$ cat src/rtl/pp_accumulator_if.sv
// Handshake bundle between the 4x4 partial-product array and the
// partial-product accumulator: one input set, one product out.
interface pp_accumulator_if #(
    parameter int PW = 8
);
    logic            in_valid;
    logic            in_ready;
    logic [PW-1:0]   q0;
    logic [PW-1:0]   q1;
    logic [PW-1:0]   q2;
    logic [PW-1:0]   q3;
    logic            out_valid;
    logic            out_ready;
    logic [2*PW-1:0] out_data;
    logic            err;

    modport master (
        output in_valid,
        output q0,
        output q1,
        output q2,
        output q3,
        output out_ready,
        input  in_ready,
        input  out_valid,
        input  out_data,
        input  err
    );

    modport slave (
        input  in_valid,
        input  q0,
        input  q1,
        input  q2,
        input  q3,
        input  out_ready,
        output in_ready,
        output out_valid,
        output out_data,
        output err
    );
endinterface

$ cat src/rtl/pp_accumulator.sv
// Sums four weighted partial products over three cycles on one shared adder.
// Optional partial-range checker: define PP_ACC_CHECK_EN.
module pp_accumulator #(
    parameter int PW = 8
) (
    input logic             clk,
    input logic             rst,
    pp_accumulator_if.slave bus
);
    localparam int H = PW / 2;
    localparam int W = 2 * PW;

    typedef enum logic [1:0] {
        IDLE,
        ACC,
        DONE
    } state_t;

    state_t        state;
    state_t        state_nx;
    logic [1:0]    step;
    logic [PW-1:0] r1;
    logic [PW-1:0] r2;
    logic [PW-1:0] r3;
    logic [W-1:0]  acc;
    logic [W-1:0]  add_b;
    logic [W-1:0]  sum;
    logic          accept;

    // Handshake outputs depend on registered state only (rst gates ready).
    assign bus.in_ready  = (state == IDLE) && !rst;
    assign bus.out_valid = (state == DONE);
    assign bus.out_data  = acc;
    assign accept        = bus.in_valid && bus.in_ready;

    always_ff @(posedge clk or posedge rst) begin
        if (rst) state <= IDLE;
        else     state <= state_nx;
    end

    always_comb begin
        state_nx = state;
        unique case (state)
            IDLE:    if (accept) state_nx = ACC;
            ACC:     if (step == 2'd3) state_nx = DONE;
            DONE:    if (bus.out_ready) state_nx = IDLE;
            default: state_nx = IDLE;
        endcase
    end

    always_comb begin
        add_b = '0;
        unique case (1'b1)
            step == 2'd1: add_b = W'(r1) << H;
            step == 2'd2: add_b = W'(r2) << H;
            step == 2'd3: add_b = W'(r3) << PW;
            default:      add_b = '0;
        endcase
    end

    // Top carry is dropped; legal partials never reach it.
    assign sum = acc + add_b;

    always_ff @(posedge clk or posedge rst) begin
        if (rst) begin
            acc  <= '0;
            step <= '0;
            r1   <= '0;
            r2   <= '0;
            r3   <= '0;
        end else if (accept) begin
            acc  <= W'(bus.q0);
            r1   <= bus.q1;
            r2   <= bus.q2;
            r3   <= bus.q3;
            step <= 2'd1;
        end else if (state == ACC) begin
            acc  <= sum;
            step <= step + 2'd1;
        end
    end

`ifdef PP_ACC_CHECK_EN
    localparam logic [PW-1:0] LIM =
        PW'(((1 << H) - 1) * ((1 << H) - 1));

    logic err_q;
    logic over;

    assign over = (bus.q0 > LIM) || (bus.q1 > LIM) ||
                  (bus.q2 > LIM) || (bus.q3 > LIM);

    always_ff @(posedge clk or posedge rst) begin
        if (rst)         err_q <= 1'b0;
        else if (accept) err_q <= over;
    end

    assign bus.err = err_q;
`else
    assign bus.err = 1'b0;
`endif
endmodule

$ cat src/flat_wrapper.sv
// flat-port wrapper written by rule: the top's interface ports become plain ports
module pp_accumulator_flat 
#(
    parameter int PW = 8
)
  (clk, rst, bus_in_valid, bus_q0, bus_q1, bus_q2, bus_q3, bus_out_ready, bus_in_ready, bus_out_valid, bus_out_data, bus_err);
  pp_accumulator_if #(.PW(PW)) bus_i ();
  input logic clk;
  input logic rst;
  input wire logic [$bits(bus_i.in_valid)-1:0] bus_in_valid;
  input wire logic [$bits(bus_i.q0)-1:0] bus_q0;
  input wire logic [$bits(bus_i.q1)-1:0] bus_q1;
  input wire logic [$bits(bus_i.q2)-1:0] bus_q2;
  input wire logic [$bits(bus_i.q3)-1:0] bus_q3;
  input wire logic [$bits(bus_i.out_ready)-1:0] bus_out_ready;
  output wire logic [$bits(bus_i.in_ready)-1:0] bus_in_ready;
  output wire logic [$bits(bus_i.out_valid)-1:0] bus_out_valid;
  output wire logic [$bits(bus_i.out_data)-1:0] bus_out_data;
  output wire logic [$bits(bus_i.err)-1:0] bus_err;
  assign bus_i.in_valid = bus_in_valid;
  assign bus_i.q0 = bus_q0;
  assign bus_i.q1 = bus_q1;
  assign bus_i.q2 = bus_q2;
  assign bus_i.q3 = bus_q3;
  assign bus_i.out_ready = bus_out_ready;
  assign bus_in_ready = bus_i.in_ready;
  assign bus_out_valid = bus_i.out_valid;
  assign bus_out_data = bus_i.out_data;
  assign bus_err = bus_i.err;
  pp_accumulator #(.PW(PW)) u_core (.clk(clk), .rst(rst), .bus(bus_i));
endmodule
$ cat config.mk
export PLATFORM = sky130hd
export DESIGN_NAME = pp_accumulator_flat
export DESIGN_NICKNAME = d
export VERILOG_FILES = /design/src/rtl/pp_accumulator_if.sv /design/src/rtl/pp_accumulator.sv /design/src/flat_wrapper.sv
export SDC_FILE = /design/constraint.sdc
export NUM_CORES = 1
export LEC_CHECK = 0
export CORE_MARGIN = 4
export CORE_UTILIZATION = 33
export CTS_BUF_LIST = sky130_fd_sc_hd__clkbuf_4
export DETAILED_ROUTE_END_ITERATION = 6
export GPL_ROUTABILITY_DRIVEN = 0
export PLACE_DENSITY = 0.54
export SLEW_MARGIN = 10
export SYNTH_ARGS = -nofsm -noshare
export SYNTH_HDL_FRONTEND = slang
export SYNTH_SLANG_ARGS = --single-unit
$ cat constraint.sdc
create_clock -name clk -period 7.1 [get_ports clk]
set_input_delay 1.42 -clock clk [delete_from_list [all_inputs] [get_ports clk]]
set_output_delay 1.42 -clock clk [all_outputs]
set_load 0.02 [all_outputs]
==> results of run 1 <==
## stage by stage
step | worst slack (ns) | power [W] | hold slack (ns) | util
floorplan | 3.727 | 0.0009473 | 0.4374 | -
global placement | 2.969 | 0.001167 | 0.4522 | 0.4348
detailed placement | 2.940 | 0.001179 | 0.4584 | 0.4348
CTS | 2.934 | 0.001377 | 0.4909 | 0.4488
global route | 2.868 | 0.001494 | 0.5193 | 0.4488
finish | 2.936 | 0.001356 | 0.4818 | 0.4488
## path summary, 6_finish.rpt
path                                                 to           start  slack, ns
worst max-delay path                       bus_in_ready             rst       2.94
worst min-delay path                       u_core.r3[4]    u_core.r3[4]       0.48
worst max register to register  u_core.bus.out_data[14]  u_core.step[0]       3.98
worst min register to register             u_core.r3[4]    u_core.r3[4]       0.48
max in group asynchronous       u_core.bus.out_data[12]             rst       5.18
min in group asynchronous       u_core.bus.out_data[10]             rst       1.53
## kinds of logic (layout without fill, tap and decap cells)
family                     Yosys count  in the layout  synth area share
muxes                                1              1          0.004173
buffers and inverters               22             71           0.03600
other                                1              1          0.001563
DFF                                 44             44            0.4591
AOI/OAI and AO/OA                   51             51            0.1487
xor gates and xnor gates             4              4           0.01461
and+or+nand+nor                    142            142            0.2493
adders and majority gates           16             16           0.08659
## routing by layer
metal	share of wire	global-route usage	vias up
li1	-	-	1048
met4	0.020	0.05617	0
met1	0.49	0.1895	916
met5	0	0	-
met2	0.44	0.2198	43
met3	0.048	0.03620	10
## power breakdown
part	switching, W	leakage [nW]	internal (W)
sequential	0.0000788	0.549	0.000373
clock	0.0000824	0.0513	0.000108
combinational	0.000392	0.892	0.000321
total	0.000553	1.49	0.000802
## registers in the layout, summed over array words and instances (netlist names)
| register | cells |
|---|---|
| u_core.bus.out_data | 16 |
| u_core.r1 | 8 |
| u_core.r2 | 8 |
| u_core.r3 | 8 |
| u_core.state | 2 |
| u_core.step | 2 |
## Yosys cell counts, types with 2 or more instances
cell type,count,area share
a211oi_1,2,0.0063
a21o_1,2,0.0063
a21oi_1,11,0.023
a222oi_1,4,0.017
a22o_1,2,0.0073
a22oi_1,5,0.016
and2_1,5,0.013
clkbuf_1,14,0.022
dfrtp_1,44,0.46
ha_1,15,0.078
inv_1,7,0.011
nand2_1,95,0.15
nand3_1,5,0.010
nor2_1,15,0.023
nor2b_1,4,0.010
nor3_1,10,0.021
nor3b_1,3,0.0094
o211ai_1,2,0.0063
o21a_1,3,0.0094
o21ai_0,10,0.021
o31a_1,2,0.0073
or2_2,3,0.0078
xnor2_1,2,0.0073
xor2_1,2,0.0073
## worst max-delay path: cells and delay by family
family                 cells  cell delay (ns)
buffers and inverters      2             1.09
AND/OR/NAND/NOR            1             0.23
## layout make-up
| cell class | count | area [µm²] | share of cell area |
|---|---|---|---|
| multi-input cells | 215 | 1211 | 0.3886 |
| flip-flops and latches | 44 | 1101 | 0.3533 |
| repair buffers | 57 | 560.5 | 0.1798 |
| well taps | 96 | 120.1 | 0.03854 |
| clock inverters | 2 | 60.06 | 0.01927 |
| clock buffers | 5 | 37.54 | 0.01204 |
| inverters | 7 | 26.28 | 0.008430 |
==> impl_metrics.env, run 1 <==
export IMPL_power_density_nw_per_um2=435.0
export IMPL_start_util=0.3454
export IMPL_cpPeakStageDelay_ns=0.66
export IMPL_h_tree_depth=2
export IMPL_hpwl_um=3971
export IMPL_grt_first_pass_wirelength_um=9722
export IMPL_worstMarginPinSlew_ns=0.6074
export IMPL_crit_fanout=3
export IMPL_period_needed_ns=4.164
export IMPL_synth_distinct_cells=38
export IMPL_endpoint_kind="output pin"
export IMPL_overflow=0
export IMPL_dpl_cell_count=419
export IMPL_yosysWarningCount=0
export IMPL_via_count=2017
export IMPL_cpMostUsedCell="clkdlybuf4s50_1"
export IMPL_rsz0062_at_grt="false"
export IMPL_hold_buffers=0
export IMPL_clkSinkCount=44
export IMPL_design_area_um2=3117
export IMPL_fillerInstances=695
export IMPL_critical_path_class="in2out"
export IMPL_synth_async_reset_ratio=1.000
export IMPL_ys_ff_latch=44
export IMPL_routed_wirelength_um=5678
export IMPL_reg2reg_depth=13
export IMPL_chipHeight_um=93.26
export IMPL_drv_slew=0
export IMPL_synthFlopType="dfrtp_1"
export IMPL_vias_per_cell=4.735
export IMPL_antenna_found_initial=0
export IMPL_synth_edf_count=0
export IMPL_port_buffer_count=53
export IMPL_clock_path_buffers=2
export IMPL_drt_initial_drc_count=64
export IMPL_cp_start_kind="input port"
export IMPL_min_path_cells=2
export IMPL_die_area_um2=8697
export IMPL_track_usage=0.1421
export IMPL_fmax_ghz=0.2402
export IMPL_grt_max_degree=45
export IMPL_period_share=0.5865
export IMPL_max_vdd_ir_drop_uv=136.4
export IMPL_row_count=30
export IMPL_syn_inst=281
export IMPL_relSlewSlack=0.5950
export IMPL_cts_tree="yes"
export IMPL_clock_skew_ns=0.008635
export IMPL_clkSlewWorstSetupHoldPaths_ns=0.13
export IMPL_dpl_cell_area_um2=3019
export IMPL_cpMaxStageDelayCell="clkdlybuf4s50_1"
export IMPL_arrival_ns=2.74
export IMPL_wl_per_cell_um=13.33
export IMPL_synth_avg_cell_area_um2=8.536
export IMPL_ys_seq_area_frac=0.4591
export IMPL_finalHoldViolations=0
export IMPL_pin_count=55
export IMPL_post_cts_buffers=0
export IMPL_hold_path_class="reg2reg"
export IMPL_mostFrequentLayoutCell="nand2_1"
export IMPL_drtAntennaViolNets=0
export IMPL_drive_gt1_frac=0.04545
export IMPL_first_global_vias=2036
export IMPL_layout_cells_non_filler=426
export IMPL_drc=0
export IMPL_syn_area_um2=2399
export IMPL_cts_resized=0
export IMPL_finalSetupTns_ns=0
export IMPL_chipWidth_um=93.26
export IMPL_area_growth_pct=29.94
export IMPL_cellLeakagePower_nw=1.492
export IMPL_final_cell_mix="95 x nand2_1, 53 x clkdlybuf4s50_1, 44 x dfrtp_1"
export IMPL_coreArea_um2=6944
export IMPL_dr_pass1_iters=4
export IMPL_clock_root_buffer="clkbuf_4"
export IMPL_critPathRequiredTime_ns=5.68
export IMPL_setup_viol=0
export IMPL_outcome="finished, final reports clean"
export IMPL_clk_latency_ns=0.36
export IMPL_nets=382
export IMPL_antennaDiodeCount=0
export IMPL_synth_nets=333
export IMPL_worstPathCellList="clkdlybuf4s50_1, nor3_1, clkdlybuf4s50_1"
export IMPL_drv_cap=0
export IMPL_cts_buffers=5
Power figures use the tool's default switching activity.
==> run 2, diff against run 1 <==
- PLACE_DENSITY: 0.54 -> 0.56
- clock period: 7.1 -> 3.6 ns (I/O delays scaled with it)
==> run 2 against run 1 <==
Critical path depth up 10; first-iteration DRC count up 25%; sequential power up 100%; critical endpoint is now u_core.bus.out_data[12]; combinational power up 98%; utilization unchanged; worst setup slack worse by 2.3 ns; via count up 2.5%.
==> impl_metrics.env, run 2 (synthesis gave the netlist of run 1 again) <==
export IMPL_outcome="finished, final reports clean"
export IMPL_first_global_vias=2017
export IMPL_fmax_ghz=0.3321
export IMPL_die_area_um2=8697
export IMPL_arrival_ns=3.26
export IMPL_routed_wirelength_um=5590
export IMPL_fillerInstances=682
export IMPL_final_cell_mix="95 x nand2_1, 53 x clkdlybuf4s50_1, 44 x dfrtp_1"
export IMPL_cpMaxStageDelayCell="dfrtp_1"
export IMPL_largest_reg_flops=16
export IMPL_clock_skew_ns=0.01642
export IMPL_clk_latency_ns=0.35
export IMPL_track_usage=0.1387
export IMPL_clock_root_buffer="clkbuf_4"
export IMPL_power_density_nw_per_um2=860.2
export IMPL_cts_tree="yes"
export IMPL_wl_per_cell_um=13.12
export IMPL_critical_path_class="reg2reg"
export IMPL_hold_path_class="reg2reg"
export IMPL_area_growth_pct=29.94
export IMPL_layout_cells_non_filler=426
export IMPL_nets=382
export IMPL_drv_slew=0
export IMPL_cts_buffers=5
export IMPL_cts_resized=0
export IMPL_drtAntennaViolNets=0
export IMPL_clkSinkCount=44
export IMPL_overflow=0
export IMPL_cpPeakStageDelay_ns=0.43
export IMPL_pin_count=55
export IMPL_start_util=0.3454
export IMPL_grt_max_degree=36
export IMPL_port_buffer_count=53
export IMPL_chipWidth_um=93.26
export IMPL_finalHoldViolations=0
export IMPL_mostFrequentLayoutCell="nand2_1"
export IMPL_dr_pass1_iters=4
export IMPL_h_tree_depth=2
export IMPL_cellLeakagePower_nw=1.492
export IMPL_clock_path_buffers=2
export IMPL_antenna_found_initial=0
export IMPL_critPathRequiredTime_ns=3.85
export IMPL_antennaDiodeCount=0
export IMPL_cp_start_kind="flop"
export IMPL_vias_per_cell=4.854
export IMPL_drt_initial_drc_count=80
export IMPL_rsz0062_at_grt="false"
export IMPL_worstPathCellList="inv_1, ha_1, a22oi_1, nor2_1, ha_1, inv_1, fa_1, nor2b_1, o31a_1, o31a_1, o21a_1, or3_1, a32o_1"
export IMPL_max_vdd_ir_drop_uv=241.9
export IMPL_period_share=0.8364
export IMPL_post_cts_buffers=0
export IMPL_endpoint_kind="flop"
export IMPL_finalSetupTns_ns=0
export IMPL_chipHeight_um=93.26
export IMPL_period_needed_ns=3.011
export IMPL_hold_buffers=0
export IMPL_row_count=30
export IMPL_via_count=2068
export IMPL_drc=0
export IMPL_clkSlewWorstSetupHoldPaths_ns=0.13
export IMPL_grt_first_pass_wirelength_um=9591
export IMPL_drv_cap=0
export IMPL_finish_utilization=0.4488
export IMPL_worstMarginPinSlew_ns=0.6286
export IMPL_dpl_cell_count=419
export IMPL_crit_fanout=8
export IMPL_coreArea_um2=6944
export IMPL_hpwl_um=4219
export IMPL_setup_viol=0
export IMPL_drive_gt1_frac=0.04545
export IMPL_relSlewSlack=0.5810
export IMPL_p_total_w=0.002681
## run 2: final cells by class
| class | instances | area [µm²] | area share |
|---|---|---|---|
| clock buffer | 5 | 37.54 | 0.01204 |
| clock inverter | 2 | 60.06 | 0.01927 |
| inverter | 7 | 26.28 | 0.008430 |
| multi-input combinational | 215 | 1211 | 0.3886 |
| sequential | 44 | 1101 | 0.3533 |
| tap | 96 | 120.1 | 0.03854 |
| timing repair buffer | 57 | 560.5 | 0.1798 |
## run 2: power by group
| part | leakage (nW) | total [W] | internal (W) | switching (W) |
|---|---|---|---|---|
| clock network | 0.0513 | 0.000372 | 0.000213 | 0.000159 |
| logic | 0.892 | 0.00141 | 0.000633 | 0.000772 |
| registers | 0.549 | 0.000903 | 0.000737 | 0.000167 |
## run 2: critical path: cells and delay by family, from the launching register on
kind	cells	cell delay, ns
DFF	1	0.43
buffers and inverters	2	0.15
AOI/OAI and AO/OA	5	1.20
and+or+nand+nor	3	0.44
adders and majority gates	3	0.69
## run 2: path summary, 6_finish.rpt
| kind | to | slack [ns] | cells past startpoint | startpoint |
|---|---|---|---|---|
| min | u_core.r3[4] | 0.48 | 2 | u_core.r3[4] |
| max | u_core.bus.out_data[12] | 0.59 | 13 | u_core.step[0] |
| min in group asynchronous | u_core.bus.out_data[10] | 0.67 | 2 | rst |
| max in group asynchronous | u_core.r3[0] | 2.19 | 3 | rst |
| max reg2reg | u_core.bus.out_data[12] | 0.59 | 13 | u_core.step[0] |
| min reg2reg | u_core.r3[4] | 0.48 | 2 | u_core.r3[4] |
## run 2: routing by layer
| metal | wire (µm) | global-route usage | vias up |
|---|---|---|---|
| met5 | 0 | 0 | - |
| met4 | 78 | 0.06227 | 0 |
| met3 | 297 | 0.02253 | 6 |
| met2 | 2471 | 0.2073 | 56 |
| met1 | 2743 | 0.1962 | 958 |
| li1 | - | - | 1048 |
## run 2: per-stage QoR
| step | hold WS, ns | setup WS, ns | instance area [µm²] |
|---|---|---|---|
| finish | 0.4814 | 0.5888 | 3117 |
| global route | 0.5079 | 0.3481 | 3117 |
| CTS | 0.4855 | 0.5884 | 3117 |
| detailed placement | 0.4540 | 0.6152 | 3019 |
| global placement | 0.4623 | 0.7000 | 3019 |
| floorplan | 0.4374 | 0.7703 | 2399 |
==> RTL edit 1: new RTL, settings of run 1 <==
`PW` is set to 8 in 3 places; all go to 4.
--- a/src/rtl/pp_accumulator_if.sv
+++ b/src/rtl/pp_accumulator_if.sv
@@ -3,3 +3,3 @@
 interface pp_accumulator_if #(
-    parameter int PW = 8
+    parameter int PW = 4
 );
--- a/src/rtl/pp_accumulator.sv
+++ b/src/rtl/pp_accumulator.sv
@@ -3,3 +3,3 @@
 module pp_accumulator #(
-    parameter int PW = 8
+    parameter int PW = 4
 ) (
--- a/src/flat_wrapper.sv
+++ b/src/flat_wrapper.sv
@@ -3,3 +3,3 @@
 #(
-    parameter int PW = 8
+    parameter int PW = 4
 )
Ports: changed (5 resized); port bits go from 55 to 31. No check against the original RTL was run, so the function may have changed too.
==> RTL edit 1 against run 1 <==
Via count decreased by 50%. Worst setup slack improved by 83 ps. Routed wire length decreased by 52%. Sequential cell count decreased by 20. Utilization decreased by 1.2 points. Design area decreased by 48%. Synthesized area decreased by 47%. Power decreased by 52%. Largest power group unchanged.
==> RTL edit 1: results <==
metrics = {
    "status": {
        "status": "finished, final reports clean",
    },
    "final_layout": {
        "fin_cells": 216,
        "drive_above_1_share": 0.0357,
        "nets": 199,
        "largest_reg_flops": 8,
    },
    "global_route": {
        "grt_pass1_vias": 1055,
        "grt_max_degree": 25,
    },
    "synthesis": {
        "ys_seq_area_frac": 0.475,
        "ys_top_cells_by_area": "dfrtp_1 48%, nand2_1 14%, ha_1 8.9%, inv_1 2.4%, xor2_1 2.1%",
        "synth.cells.most_frequent": "47 x nand2_1, 24 x dfrtp_1, 9 x ha_1, 8 x inv_1, 6 x nor2_1",
        "syn-num-nets": 170,
        "syn_avg_cell_area_um2": 9.03,
        "synth_cell_types": 31,
    },
    "placement": {
        "dpl_worst_slack_ps": 3020,
        "port_buffers": 29,
        "placedCellCount": 212,
        "dp_hpwl_mm": 1.98,
        "placed_cell_area_mm2": 0.00159,
    },
    "sta": {
        "worst_slew_pin_slew_ps": 894,
        "fin_worst_skew_ps": 0.903,
    },
    "clocking": {
        "h-tree-depth": 1,
        "clk_latency_ps": 320,
        "cts_buffers": 3,
    },
    "setup_path": {
        "r2r_cells": 10,
    },
    "detailed_routing": {
        "num_vias": 1018,
        "routed_wl_mm": 2.73,
        "drt-initial-drc-count": 57,
    },
    "pwr": {
        "p_leak_nw": 0.806,
        "internal_power_w": 0.000374,
    },
}
-- RTL edit 1: power groups by stage --
stage	logic, W	registers (W)	clock network, W
3_3_place_gp	0.000334	0.000249	0
4_1_cts	0.000344	0.000248	0.0000676
3_5_place_dp	0.000344	0.000250	0
6_report	0.000338	0.000247	0.0000634
5_1_grt	0.000384	0.000256	0.0000714
2_1_floorplan	0.000217	0.000263	0
-- RTL edit 1: final cells by class --
cell class	instances	area, um^2
tap	48	60.1
inverter	8	30.0
sequential	24	601
clock inverter	1	3.75
timing repair buffer	29	290
clock buffer	3	22.5
multi-input combinational	103	606
fill	400	2080
-- RTL edit 1: worst paths after layout --
kind                                                    start                                  to  slack (ps)
min in group asynchronous                                 rst  u_core.bus.out_data[7]$_DFFE_PP0N_        1630
min                        u_core.bus.out_data[1]$_DFFE_PP0P_  u_core.bus.out_data[1]$_DFFE_PP0P_         490
max                                                       rst                        bus_in_ready        3020
min reg2reg                u_core.bus.out_data[1]$_DFFE_PP0P_  u_core.bus.out_data[1]$_DFFE_PP0P_         490
max in group asynchronous                                 rst          u_core.step[0]$_DFFE_PP0N_        4920
max reg2reg                        u_core.step[0]$_DFFE_PP0N_  u_core.bus.out_data[7]$_DFFE_PP0N_        4500
-- RTL edit 1: per-layer routing --
| layer | track usage | share of wire | vias up |
|---|---|---|---|
| met5 | 0 | 0 | - |
| met3 | 0.0230 | 0.054 | 5 |
| met2 | 0.185 | 0.45 | 29 |
| li1 | - | - | 516 |
| met1 | 0.167 | 0.49 | 468 |
| met4 | 0.0383 | 0.013 | 0 |
-- RTL edit 1: cell families after synthesis --
logic type                 synth area share
xor gates and xnor gates             0.0208
DFF                                   0.475
and+or+nand+nor                       0.232
AOI/OAI and AO/OA                     0.119
other                               0.00297
buffers and inverters                0.0455
adders and majority gates             0.105
==> RTL edit 2: new RTL, settings of run 1 <==
Made on the original files. The 3 states of `state_t` get a one-hot encoding in 3 bits.
--- a/src/rtl/pp_accumulator.sv
+++ b/src/rtl/pp_accumulator.sv
@@ -12,6 +12,6 @@
 
-    typedef enum logic [1:0] {
-        IDLE,
-        ACC,
-        DONE
+    typedef enum logic [2:0] {
+        IDLE = 3'b001,
+        ACC  = 3'b010,
+        DONE = 3'b100
     } state_t;
Check against the original RTL: no difference found for any inputs over 10 cycles, from zero or initial values and one cycle with rst high; not proved beyond that.
==> RTL edit 2 against run 1 <==
Routed wire length is 1.8% lower. Via count is 1.2% lower. Synthesized area is 3.1% higher. Sequential share of layout area is 0.46 points higher. Power is 31% lower. Sequential cell count is 1 higher. Design area is 1.1% higher. Worst setup slack worse by 83 ps. Clock skew is 0.60 ps lower.
==> RTL edit 2: results <==
metrics = {
    "global_route": {
        "antenna_found_initial": 0,
        "grt.total_usage": 0.136,
        "grt_use_met3": 0.0215,
        "grt_pass1_wl_mm": 9.64,
        "grt_max_degree": 46,
        "gr-usage-met2": 0.223,
        "grt_use_met1": 0.188,
    },
    "worst_hold_path": {
        "hold_class": "reg -> reg",
    },
    "clocking": {
        "cts_max_path_buffers": 2,
        "h-tree-depth": 2,
        "cts-resized-gates": 0,
        "cts.reportedPaths.clkPinSlew_ps": 140,
        "cts_root_buf": "clkbuf_4",
        "clk_latency_ps": 360,
        "cts_setup_buffers": 0,
        "cts_buffers": 5,
    },
    "sta": {
        "fin_worst_skew_ps": 8.04,
        "setup_ws_ps": 2850,
        "holdWs_ps": 483,
        "maxSlewHeadroom": 0.371,
    },
    "status": {
        "status": "finished, final reports clean",
    },
    "pwr": {
        "pg_comb_w": 0.000399,
        "p_total_w": 0.000932,
        "vdd_drop_max_mv": 0.0838,
        "p_seq_frac": 0.390,
        "netSwitchingFraction": 0.374,
        "p_leak_nw": 1.47,
    },
    "setup_path": {
        "worstPathMaxFanout": 3,
        "worstPathArrival_ps": 2830,
        "critPathSlowestCell": "clkdlybuf4s50_1",
        "r2r_setup_slack_ps": 4060,
        "cpPeakStageDelay_ps": 660,
    },
    "final_layout": {
        "diodes": 0,
        "seq_area_mm2": 0.00113,
        "drive_above_1_share": 0.0699,
        "nets": 380,
        "fill_cells": 751,
        "largest_reg_flops": 16,
    },
    "synthesis": {
        "yosysWarnings": 0,
        "async_reset_ff_frac": 1.00,
        "syn_avg_cell_area_um2": 8.83,
        "ys_top_cells_by_area": "dfrtp_1 45%, nand2_1 15%, ha_1 7.6%, o21ai_0 2.6%, nor2_1 2.4%",
        "ys_seq_area_frac": 0.456,
        "syn-num-nets": 332,
        "synth_cell_types": 43,
        "synth.cells.most_frequent": "98 x nand2_1, 44 x dfrtp_1, 16 x nor2_1, 15 x ha_1, 13 x o21ai_0",
    },
    "placement": {
        "port_buffers": 53,
        "dpl_worst_slack_ps": 2840,
        "placed_cell_area_mm2": 0.00307,
        "placedCellCount": 420,
        "dp_hpwl_mm": 3.96,
    },
    "detailed_routing": {
        "drt-initial-drc-count": 134,
        "routed_via_density": 4.66,
        "num_vias": 1993,
        "routed_wl_mm": 5.58,
        "drtPass1Iterations": 5,
    },
}
==> RTL edit 2: cell types whose count changed after synthesis, moves of 3 or more <==
cell      delta
a21oi_1      -3
buf_2        +4
clkbuf_1     -7
nand2_1      +3
o21ai_0      +3
nor3_1       -7
==> RTL edit 2: cells by family after synthesis <==
group           after synthesis  synth area share
fa+ha+maj                    16            0.0840
buf+inv                      22            0.0430
other cells                   1           0.00152
simple gates                141             0.249
mux                           1           0.00405
flops                        45             0.456
xor+xnor                      7            0.0248
compound gates               47             0.138
==> RTL edit 2: worst max-delay path: cells and delay by family <==
family | cells | cell delay (ps)
and+or+nand+nor | 1 | 300
buffers and inverters | 2 | 1100
==> RTL edit 2: final timing paths <==
check                                                       to  cells after the start                        from
max                                               bus_in_ready                      3                         rst
min                                   u_core.r3[4]$_DFFE_PP0P_                      2    u_core.r3[4]$_DFFE_PP0P_
max reg2reg                u_core.bus.out_data[12]$_DFFE_PP0P_                     13  u_core.step[0]$_DFFE_PP0P_
min reg2reg                           u_core.r3[4]$_DFFE_PP0P_                      2    u_core.r3[4]$_DFFE_PP0P_
max in group asynchronous             u_core.r2[6]$_DFFE_PP0P_                      2                         rst
min in group asynchronous             u_core.r3[7]$_DFFE_PP0P_                      2                         rst
==> RTL edit 2: routing by layer <==
metal,routed length (um),share of wire
met1,2720,0.49
met5,0,0
met4,47,0.0084
met3,224,0.040
met2,2590,0.46
==> RTL edit 2: area by class of cell <==
| cell class | count | share of cell area |
|---|---|---|
| sequential | 45 | 0.358 |
| tap | 99 | 0.0393 |
| multi-input combinational | 213 | 0.394 |
| clock buffer | 6 | 0.0143 |
| clock inverter | 2 | 0.0123 |
| inverter | 8 | 0.00953 |
| timing repair buffer | 55 | 0.173 |
